--- src/rtl/program_loader_pkg.sv ---
// Shared definitions for the program loader: FSM states, bus widths and
// the default inter-byte timeout.
package program_loader_pkg;

  localparam int unsigned BYTE_W                 = 8;
  localparam int unsigned WORD_W                 = 32;
  localparam int unsigned ADDR_W                 = 8;
  localparam int unsigned BYTES_PER_WORD         = WORD_W / BYTE_W;
  localparam int unsigned DEFAULT_TIMEOUT_CYCLES = 50000;

  typedef enum logic [2:0] {
    ST_IDLE,
    ST_COUNT,
    ST_DATA,
    ST_WRITE,
    ST_CHECK,
    ST_FINISH
  } state_t;

endpackage

--- src/rtl/program_loader_if.sv ---
// Byte-stream input and program-memory write port of the program loader.
// master: byte source / memory sink side; slave: the loader itself.
interface program_loader_if;
  import program_loader_pkg::*;

  logic [BYTE_W-1:0] rx_data;
  logic              rx_valid;
  logic              rx_ready;
  logic              mem_we;
  logic [ADDR_W-1:0] mem_addr;
  logic [WORD_W-1:0] mem_din;

  modport master (
    output rx_data, rx_valid,
    input  rx_ready, mem_we, mem_addr, mem_din
  );

  modport slave (
    input  rx_data, rx_valid,
    output rx_ready, mem_we, mem_addr, mem_din
  );

endinterface

--- src/rtl/program_loader_timeout_counter.sv ---
// Inter-byte watchdog: counts enabled cycles since the last clear and
// flags expiry once LIMIT cycles have elapsed.
module loader_timeout_counter
  import program_loader_pkg::*;
#(
  parameter int unsigned LIMIT = DEFAULT_TIMEOUT_CYCLES
) (
  input  logic clk,
  input  logic rst_n,
  input  logic clear_i,
  input  logic en_i,
  output logic expired_o
);

  localparam int unsigned W = $clog2(LIMIT + 1);

  logic [W-1:0] cnt_q, cnt_d;

  assign expired_o = (cnt_q == W'(LIMIT));

  // Next count: clear wins, otherwise count up and saturate at LIMIT.
  always_comb begin
    cnt_d = cnt_q;
    if (clear_i) begin
      cnt_d = '0;
    end else if (en_i && !expired_o) begin
      cnt_d = cnt_q + 1'b1;
    end
  end

  // Counter register.
  always_ff @(posedge clk or negedge rst_n) begin
    if (!rst_n) begin
      cnt_q <= '0;
    end else begin
      cnt_q <= cnt_d;
    end
  end

endmodule

--- src/rtl/program_loader.sv ---
// Program loader: receives a word count and big-endian instruction bytes
// over a valid/ready byte stream and writes them to program memory while
// holding the CPU. Optional feature macro: PROGRAM_LOADER_CHECKSUM_EN
// (trailing XOR checksum byte verified before signalling done).
module program_loader
  import program_loader_pkg::*;
#(
  parameter logic [ADDR_W-1:0] BASE_ADDR      = 8'h00,
  parameter int unsigned       TIMEOUT_CYCLES = DEFAULT_TIMEOUT_CYCLES
) (
  input  logic            clk,
  input  logic            rst_n,
  input  logic            start,
  program_loader_if.slave bus,
  output logic            cpu_hold,
  output logic            busy,
  output logic            done,
  output logic            err
);

  localparam logic [1:0] LAST_BYTE = 2'(BYTES_PER_WORD - 1);

  state_t                   state_q, state_d;
  logic [WORD_W-BYTE_W-1:0] shift_q, shift_d;
  logic [1:0]               byte_cnt_q, byte_cnt_d;
  logic [ADDR_W:0]          words_left_q, words_left_d;
  logic [ADDR_W-1:0]        word_idx_q, word_idx_d;
  logic [ADDR_W-1:0]        addr_q, addr_d;
  logic [WORD_W-1:0]        din_q, din_d;
  logic                     err_q, err_d;
  logic                     rx_ready;
  logic                     accept;
  logic                     tmo_expired;
`ifdef PROGRAM_LOADER_CHECKSUM_EN
  logic [BYTE_W-1:0]        csum_q, csum_d;
`endif

`ifdef PROGRAM_LOADER_CHECKSUM_EN
  assign rx_ready = (state_q == ST_COUNT) || (state_q == ST_DATA) || (state_q == ST_CHECK);
`else
  assign rx_ready = (state_q == ST_COUNT) || (state_q == ST_DATA);
`endif
  assign accept = bus.rx_valid && rx_ready;

  assign bus.rx_ready = rx_ready;
  assign bus.mem_we   = (state_q == ST_WRITE);
  assign bus.mem_addr = addr_q;
  assign bus.mem_din  = din_q;
  assign busy         = (state_q != ST_IDLE);
  assign cpu_hold     = (state_q != ST_IDLE);
  assign done         = (state_q == ST_FINISH);
  assign err          = err_q;

  loader_timeout_counter #(
    .LIMIT (TIMEOUT_CYCLES)
  ) u_timeout (
    .clk       (clk),
    .rst_n     (rst_n),
    .clear_i   (accept || (state_q == ST_IDLE)),
    .en_i      (rx_ready),
    .expired_o (tmo_expired)
  );

  // Next-state and datapath updates for the load session.
  // Bytes assemble in shift_q; mem_din is loaded only with the fourth byte so
  // the write bus stays stable while the following word is being received.
  always_comb begin
    state_d      = state_q;
    shift_d      = shift_q;
    byte_cnt_d   = byte_cnt_q;
    words_left_d = words_left_q;
    word_idx_d   = word_idx_q;
    addr_d       = addr_q;
    din_d        = din_q;
    err_d        = err_q;
`ifdef PROGRAM_LOADER_CHECKSUM_EN
    csum_d       = csum_q;
`endif
    case (state_q)
      ST_IDLE: begin
        if (start) begin
          state_d    = ST_COUNT;
          err_d      = 1'b0;
          byte_cnt_d = '0;
          word_idx_d = '0;
`ifdef PROGRAM_LOADER_CHECKSUM_EN
          csum_d     = '0;
`endif
        end
      end
      ST_COUNT: begin
        if (accept) begin
          words_left_d = (bus.rx_data == '0) ? 9'd256 : {1'b0, bus.rx_data};
          state_d      = ST_DATA;
        end else if (tmo_expired) begin
          err_d   = 1'b1;
          state_d = ST_IDLE;
        end
      end
      ST_DATA: begin
        if (accept) begin
`ifdef PROGRAM_LOADER_CHECKSUM_EN
          csum_d = csum_q ^ bus.rx_data;
`endif
          if (byte_cnt_q == LAST_BYTE) begin
            din_d      = {shift_q, bus.rx_data};
            addr_d     = BASE_ADDR + word_idx_q;
            byte_cnt_d = '0;
            state_d    = ST_WRITE;
          end else begin
            shift_d    = {shift_q[WORD_W-2*BYTE_W-1:0], bus.rx_data};
            byte_cnt_d = byte_cnt_q + 2'd1;
          end
        end else if (tmo_expired) begin
          err_d   = 1'b1;
          state_d = ST_IDLE;
        end
      end
      ST_WRITE: begin
        word_idx_d   = word_idx_q + 8'd1;
        words_left_d = words_left_q - 1'b1;
        if (words_left_q == 9'd1) begin
`ifdef PROGRAM_LOADER_CHECKSUM_EN
          state_d = ST_CHECK;
`else
          state_d = ST_FINISH;
`endif
        end else begin
          state_d = ST_DATA;
        end
      end
`ifdef PROGRAM_LOADER_CHECKSUM_EN
      ST_CHECK: begin
        if (accept) begin
          if (bus.rx_data == csum_q) begin
            state_d = ST_FINISH;
          end else begin
            err_d   = 1'b1;
            state_d = ST_IDLE;
          end
        end else if (tmo_expired) begin
          err_d   = 1'b1;
          state_d = ST_IDLE;
        end
      end
`endif
      ST_FINISH: begin
        state_d = ST_IDLE;
      end
      default: begin
        state_d = ST_IDLE;
      end
    endcase
  end

  // State and datapath registers.
  always_ff @(posedge clk or negedge rst_n) begin
    if (!rst_n) begin
      state_q      <= ST_IDLE;
      shift_q      <= '0;
      byte_cnt_q   <= '0;
      words_left_q <= '0;
      word_idx_q   <= '0;
      addr_q       <= '0;
      din_q        <= '0;
      err_q        <= 1'b0;
`ifdef PROGRAM_LOADER_CHECKSUM_EN
      csum_q       <= '0;
`endif
    end else begin
      state_q      <= state_d;
      shift_q      <= shift_d;
      byte_cnt_q   <= byte_cnt_d;
      words_left_q <= words_left_d;
      word_idx_q   <= word_idx_d;
      addr_q       <= addr_d;
      din_q        <= din_d;
      err_q        <= err_d;
`ifdef PROGRAM_LOADER_CHECKSUM_EN
      csum_q       <= csum_d;
`endif
    end
  end

endmodule

--- src/flat_wrapper.sv ---
// flat-port wrapper written by rule: the top's interface ports become plain ports
module program_loader_flat import program_loader_pkg::*;
#(
  parameter logic [ADDR_W-1:0] BASE_ADDR      = 8'h00,
  parameter int unsigned       TIMEOUT_CYCLES = DEFAULT_TIMEOUT_CYCLES
)
  (clk, rst_n, start, cpu_hold, busy, done, err, bus_rx_data, bus_rx_valid, bus_rx_ready, bus_mem_we, bus_mem_addr, bus_mem_din);
  program_loader_if bus_i ();
  input  logic clk;
  input  logic rst_n;
  input  logic start;
  output logic cpu_hold;
  output logic busy;
  output logic done;
  output logic err;
  input wire logic [$bits(bus_i.rx_data)-1:0] bus_rx_data;
  input wire logic [$bits(bus_i.rx_valid)-1:0] bus_rx_valid;
  output wire logic [$bits(bus_i.rx_ready)-1:0] bus_rx_ready;
  output wire logic [$bits(bus_i.mem_we)-1:0] bus_mem_we;
  output wire logic [$bits(bus_i.mem_addr)-1:0] bus_mem_addr;
  output wire logic [$bits(bus_i.mem_din)-1:0] bus_mem_din;
  assign bus_i.rx_data = bus_rx_data;
  assign bus_i.rx_valid = bus_rx_valid;
  assign bus_rx_ready = bus_i.rx_ready;
  assign bus_mem_we = bus_i.mem_we;
  assign bus_mem_addr = bus_i.mem_addr;
  assign bus_mem_din = bus_i.mem_din;
  program_loader #(.BASE_ADDR(BASE_ADDR), .TIMEOUT_CYCLES(TIMEOUT_CYCLES)) u_core (.clk(clk), .rst_n(rst_n), .start(start), .bus(bus_i), .cpu_hold(cpu_hold), .busy(busy), .done(done), .err(err));
endmodule
--- config.mk ---
export PLATFORM = sky130hd
export DESIGN_NAME = program_loader_flat
export DESIGN_NICKNAME = d
export VERILOG_FILES = /design/src/rtl/program_loader_pkg.sv /design/src/rtl/program_loader_if.sv /design/src/rtl/program_loader_timeout_counter.sv /design/src/rtl/program_loader.sv /design/src/flat_wrapper.sv
export SDC_FILE = /design/constraint.sdc
export NUM_CORES = 1
export LEC_CHECK = 0
export CELL_PAD_IN_SITES_DETAIL_PLACEMENT = 1
export CELL_PAD_IN_SITES_GLOBAL_PLACEMENT = 1
export CORE_ASPECT_RATIO = 1.5
export CORE_UTILIZATION = 48
export DETAILED_ROUTE_END_ITERATION = 8
export PLACE_DENSITY = 0.91
export REMOVE_ABC_BUFFERS = 1
export SETUP_SLACK_MARGIN = 0.5
export SYNTH_ARGS = -nofsm -noshare
export SYNTH_HDL_FRONTEND = slang
export SYNTH_SLANG_ARGS = --single-unit
--- constraint.sdc ---
create_clock -name clk -period 3.8 [get_ports clk]
set_input_delay 0.76 -clock clk [delete_from_list [all_inputs] [get_ports clk]]
set_output_delay 0.76 -clock clk [all_outputs]
set_load 0.005 [all_outputs]
# Yosys cells after proc, flatten, opt, wreduce, memory -nomap -nowiden
# Index checks and enable logic that the tools add are counted.
classes:
  n_addsub: 4
  n_eq_ne: 13
  muxes: 22
  bitwise: 1
  n_reduce_logical: 21
ops:
  columns: ["operator", "count"]
  rows:
  - ["2-to-1 mux 16 bit", 2]
  - ["2-to-1 mux 3 bit", 6]
  - ["2-to-1 mux 9 bit", 2]
  - ["one-hot mux 9 bit (2 select lines)", 1]
  - ["adder 16 x 1 -> 16 bit (second input constant)", 1]
  - ["== test 16 bit (second input constant)", 1]
  - ["one-hot mux 8 bit (2 select lines)", 1]
  - ["one-hot mux 3 bit (4 select lines)", 1]
  - ["nonzero test 2 bit", 5]
  - ["== test 9 x 1 -> 1 bit (second input constant)", 1]
  - ["AND reduction 3 bit", 3]
  - ["subtractor 9 x 1 -> 9 bit (second input constant)", 1]
  - ["adder 8 x 1 -> 8 bit (second input constant)", 1]
  - ["logical NOT 8 bit", 1]
  - ["2-to-1 mux 8 bit", 1]
  - ["== test 3 x 2 -> 1 bit (second input constant)", 2]
  - ["2-to-1 mux 2 bit", 3]
  - ["!= test 2 x 1 -> 1 bit (second input constant)", 3]
  - ["AND reduction 2 bit", 3]
  - ["!= test 2 bit (second input constant)", 2]
  - ["one-hot mux 2 bit (2 select lines)", 1]
  - ["AND reduction 4 bit", 1]
  - ["== test 3 x 1 -> 1 bit (second input constant)", 1]
  - ["== test 3 bit (second input constant)", 1]
  - ["12 further kinds", 16]
word_totals:
  ff_bits: 103
  in_bits: 12
  word_cells: 70

# Depth between registers and ports, before layout
logic_depth:
  depth_word: 5
  mapped_depth: 7
  mapped_depth_nobuf: 6

# Hierarchy
# A second synthesis with hierarchy kept.
hier_totals:
  cells_unflattened: 384
  hier_area_um2: 4700.8
by_module_without_submodules:
  columns: ["mod", "n_inst", "cells_each", "area_per_inst_um2", "seq_area_each_um2"]
  rows:
  - ["program_loader", 1, 285, 3746.1, 2177.1]
  - ["loader_timeout_counter", 1, 99, 954.7, 400.4]

# Least setup slack after synthesis
# Ideal clock, no wire load.
synth_path:
  path_kind: "input port to flip-flop"
  startpoint: "in bus_rx_valid"
  endpoint: "reg u_core.shift_q[11]"
  arrival_ps: 2120
  required_time_ps: 3675
  slack_ps: 1555
  cell_stages: 6
  path_cell_list: "clkbuf_1 and4bb_2 nor2b_1 buf_2 buf_2 mux2_2"
synth_via:
  elab_chain_cells: 2
synth_lines:
  columns: ["item", "line_no", "rtl"]
  rows:
  - ["start, declared", "flat_wrapper.sv:17", "input wire logic [$bits(bus_i.rx_valid)-1:0] bus_rx_valid;"]
  - ["logical AND 1 bit", "program_loader.sv:43", "assign accept = bus.rx_valid && rx_ready;"]
  - ["AND reduction 3 bit (no source line)", null, null]
  - ["end signal, assigned", "program_loader.sv:172", "shift_q <= shift_d;"]
  - ["end, declared", "program_loader.sv:24", "logic [WORD_W-BYTE_W-1:0] shift_q, shift_d;"]
# Every way passes these cells.
# A chain may end at the register's enable or synchronous reset.

# Worst setup path in the final report
layout_path:
  startpoint: "reg u_core.state_q[2]"
  endpoint: "out bus_mem_we"
layout_via:
  elab_chain_cells: 1
layout_lines:
  columns: ["item", "line_no", "rtl"]
  rows:
  - ["start, declared", "program_loader.sv:23", "state_t state_q, state_d;"]
  - ["start signal, assigned", "program_loader.sv:171", "state_q <= state_d;"]
  - ["== test 3 x 2 -> 1 bit", "program_loader.sv:46", "assign bus.mem_we = (state_q == ST_WRITE);"]
  - ["end, declared", "flat_wrapper.sv:19", "output wire logic [$bits(bus_i.mem_we)-1:0] bus_mem_we;"]
# Every way passes these cells.

==> impl_metrics.tcl <==
set metrics [dict create \
    routed_wl_um 11300 \
    synth_area_leaders "dfrtp_1 57%, mux2_2 16%, o21ai_0 2.6%" \
    finalSetupViolCount 0 \
    layout_worst_path_cycle_share_pct 80.6 \
    drt-initial-drc-count 168 \
    drc 0 \
    die_w_um 81.4 \
    cap_violations 0 \
    synth_edf_count 0 \
    crit_path_start_kind "flop" \
    synthDistinctLibCells 45 \
    crit_chain "nand3b_1 -> buf_4 -> clkinvlp_4 -> clkdlybuf4s50_1" \
    syn_area_per_cell_um2 12.1 \
    cts_root_buffer "clkbuf_16" \
    insertedDiodeCount 0 \
    insertion_delay_ns 0.35 \
    area_delta_synth_final_pct 21.9 \
    yosysWarnings 0 \
    outcome "complete, no violations" \
    fillers 940 \
    path_clk_slew_ns 0.07 \
    grt_pass1_wl_um 18800 \
    ys_seq_elements 103 \
    critPathKind "reg -> out" \
    io_buffers 57 \
    grt_max_degree 58 \
    fmaxAchievable_mhz 326 \
    register_area_um2 2580 \
    start_util_pct 49.4 \
    rsz0062_at_grt "false" \
    gp_congestion 0.737 \
    final_cell_area_um2 5540 \
    grt_usage_pct 25.9 \
    fp.dieArea_um2 9860 \
    critPathMaxStageDelay_ns 0.63 \
    cp_max_fo 17 \
    place_area_um2 5210 \
    yosysTopAreaCellShare_pct 56.7 \
    vdd_ir_drop_max_mv 0.428 \
    power_leakage_nw 2.39 \
    cts_tree "built" \
    firstDrtPassIters 4 \
    coreArea_um2 9200 \
    finalHoldViolCount 0 \
    critical_path.top_delay_family "buffers and inverters" \
    worst-path-buf-inv 3 \
    max_slew_margin_pct 32.3 \
    fin_crit_ns 3.06 \
    syn_inst 374 \
    routedWlPerCell_um 20.6 \
    pin_count 58 \
    num_rows 43 \
    cts_buffer_depth 2 \
    grt_pass1_vias 3705 \
    htree_num_levels 3 \
    syn_area_um2 4540 \
    dp_hpwl_um 7500 \
    cp-end-kind "output pin" \
    clkSinkCount 103 \
    drtAntennaViolNets 0 \
    min_path_type "in -> async" \
    ys_async_sr_fraction_pct 100 \
    cp_slowest_cell "dfrtp_1" \
    synth-seq-area-share_pct 56.7 \
    drive_above_1_share_pct 21.7 \
    multi_input_area_um2 1860 \
    hold_buffers 0 \
    grt_overflow 0 \
    power_density_nw_per_um2 739 \
    cts_made_buffers 9 \
    critical_path_arrival_ns 2.30 \
    antenna_found_initial 0 \
    cp.required_ns 3.04 \
    vias_per_cell 5.96 \
    synthFlopType "dfrtp_1" \
    skew_ns 0.00679 \
    synth_top_cell_by_area "dfrtp_1" \
    fin_setup_tns_ns 0 \
    maxSlewViolCount 0 \
    vias 3252 \
    die_h_um 121 \
    tightest_slew_ns 1.01 \
    finalNetCount 447 \
]
==> cells in the mapped netlist, types with 5 or more instances <==
cell type,instances
a21oi_1,17
buf_2,6
clkbuf_1,11
dfrtp_1,103
ha_1,6
inv_1,8
mux2_2,65
nand2_1,21
nand3_1,7
nand3b_1,5
nand4_1,7
nor2_1,15
nor3_1,9
nor4_1,6
o21ai_0,24
or3_1,9
xnor2_1,6
==> cell families after synthesis <==
family / count (synthesis) / share of synthesized area (%)
adder cells (fa/ha/maj): 6 / 1.65
multiplexers: 67 / 16.6
buffers and inverters: 26 / 2.40
flip-flops: 103 / 56.7
AO/OA/AOI/OAI: 60 / 7.96
AND/OR/NAND/NOR: 105 / 13.3
XOR/XNOR: 7 / 1.35
==> placed cells by master, fill, tap and decap left out, types with 3 or more instances in the layout <==
cell type	count
a21oi_1	17
a221o_1	4
buf_4	6
clkbuf_16	9
clkbuf_8	3
clkdlybuf4s50_1	56
dfrtp_1	103
ha_1	6
inv_1	7
mux2_2	65
nand2_1	20
nand2b_1	3
nand3_1	7
nand3b_1	5
nand4_1	7
nor2_1	15
nor2b_1	3
nor3_1	9
nor4_1	6
o21ai_0	24
or3_1	9
or4_1	3
xnor2_1	6
==> what timing repair did <==
| item | in CTS | in global routing |
|---|---|---|
| resized for setup | 0 | 1 |
| setup endpoints to repair | 0 | 1 |
| buffers inserted | 0 | 0 |
==> power by group <==
part | internal, mW | switching [mW] | total (mW) | leakage (nW)
logic | 0.734 | 0.628 | 1.36 | 0.901
registers | 1.45 | 0.311 | 1.76 | 1.34
clock network | 0.566 | 0.402 | 0.968 | 0.155
total | 2.75 | 1.34 | 4.09 | 2.39
==> through the flow <==
stage	instances	util, %	hold WS (ns)	setup slack (ns)	total power, mW
6_report	546	60.2	0.470	0.736	4.09
5_1_grt	546	60.2	0.521	0.604	4.32
4_1_cts	546	60.1	0.491	0.624	4.13
3_5_place_dp	530	56.7	0.490	0.756	3.12
3_3_place_gp	530	56.7	0.467	0.862	2.97
2_1_floorplan	356	-	0.448	1.06	2.42
==> sequential cells by signal, indices dropped and copies added, names as in the netlist <==
name and flops:
u_core.byte_cnt_q 2, u_core.state_q 3, u_core.shift_q 24, u_core.bus.mem_din 32, u_core.u_timeout.cnt_q 16, u_core.bus.mem_addr 8, u_core.word_idx_q 8, u_core.words_left_q 9
u_core.err 1
==> worst paths after layout <==
kind | from | end | slack, ns | cells after the start
worst min-delay path | rst_n | u_core.word_idx_q[2] | 0.47 | 1
max in group asynchronous | rst_n | u_core.shift_q[4] | 2.51 | 2
worst max register to register | u_core.state_q[0] | u_core.u_timeout.cnt_q[14] | 1.46 | 4
min in group clk | u_core.word_idx_q[7] | u_core.word_idx_q[7] | 0.50 | 1
worst min register to register | u_core.word_idx_q[7] | u_core.word_idx_q[7] | 0.50 | 1
worst max-delay path | u_core.state_q[2] | bus_mem_we | 0.74 | 4
==> layout make-up <==
cell class	instances	share of cell area, %
tap	112	2.53
sequential	103	46.6
multi-input combinational	245	33.6
timing repair buffer	62	10.9
inverter	8	0.610
clock inverter	4	0.927
clock buffer	12	4.81
==> routing by layer <==
metal	vias to the layer above	routed length [um]	track usage [%]
li1	1473	-	-
met1	1680	4390	29.7
met2	73	6200	45.6
met3	26	381	4.89
met4	0	281	11.5
met5	-	0	0
(Power assumes the default switching activity.)
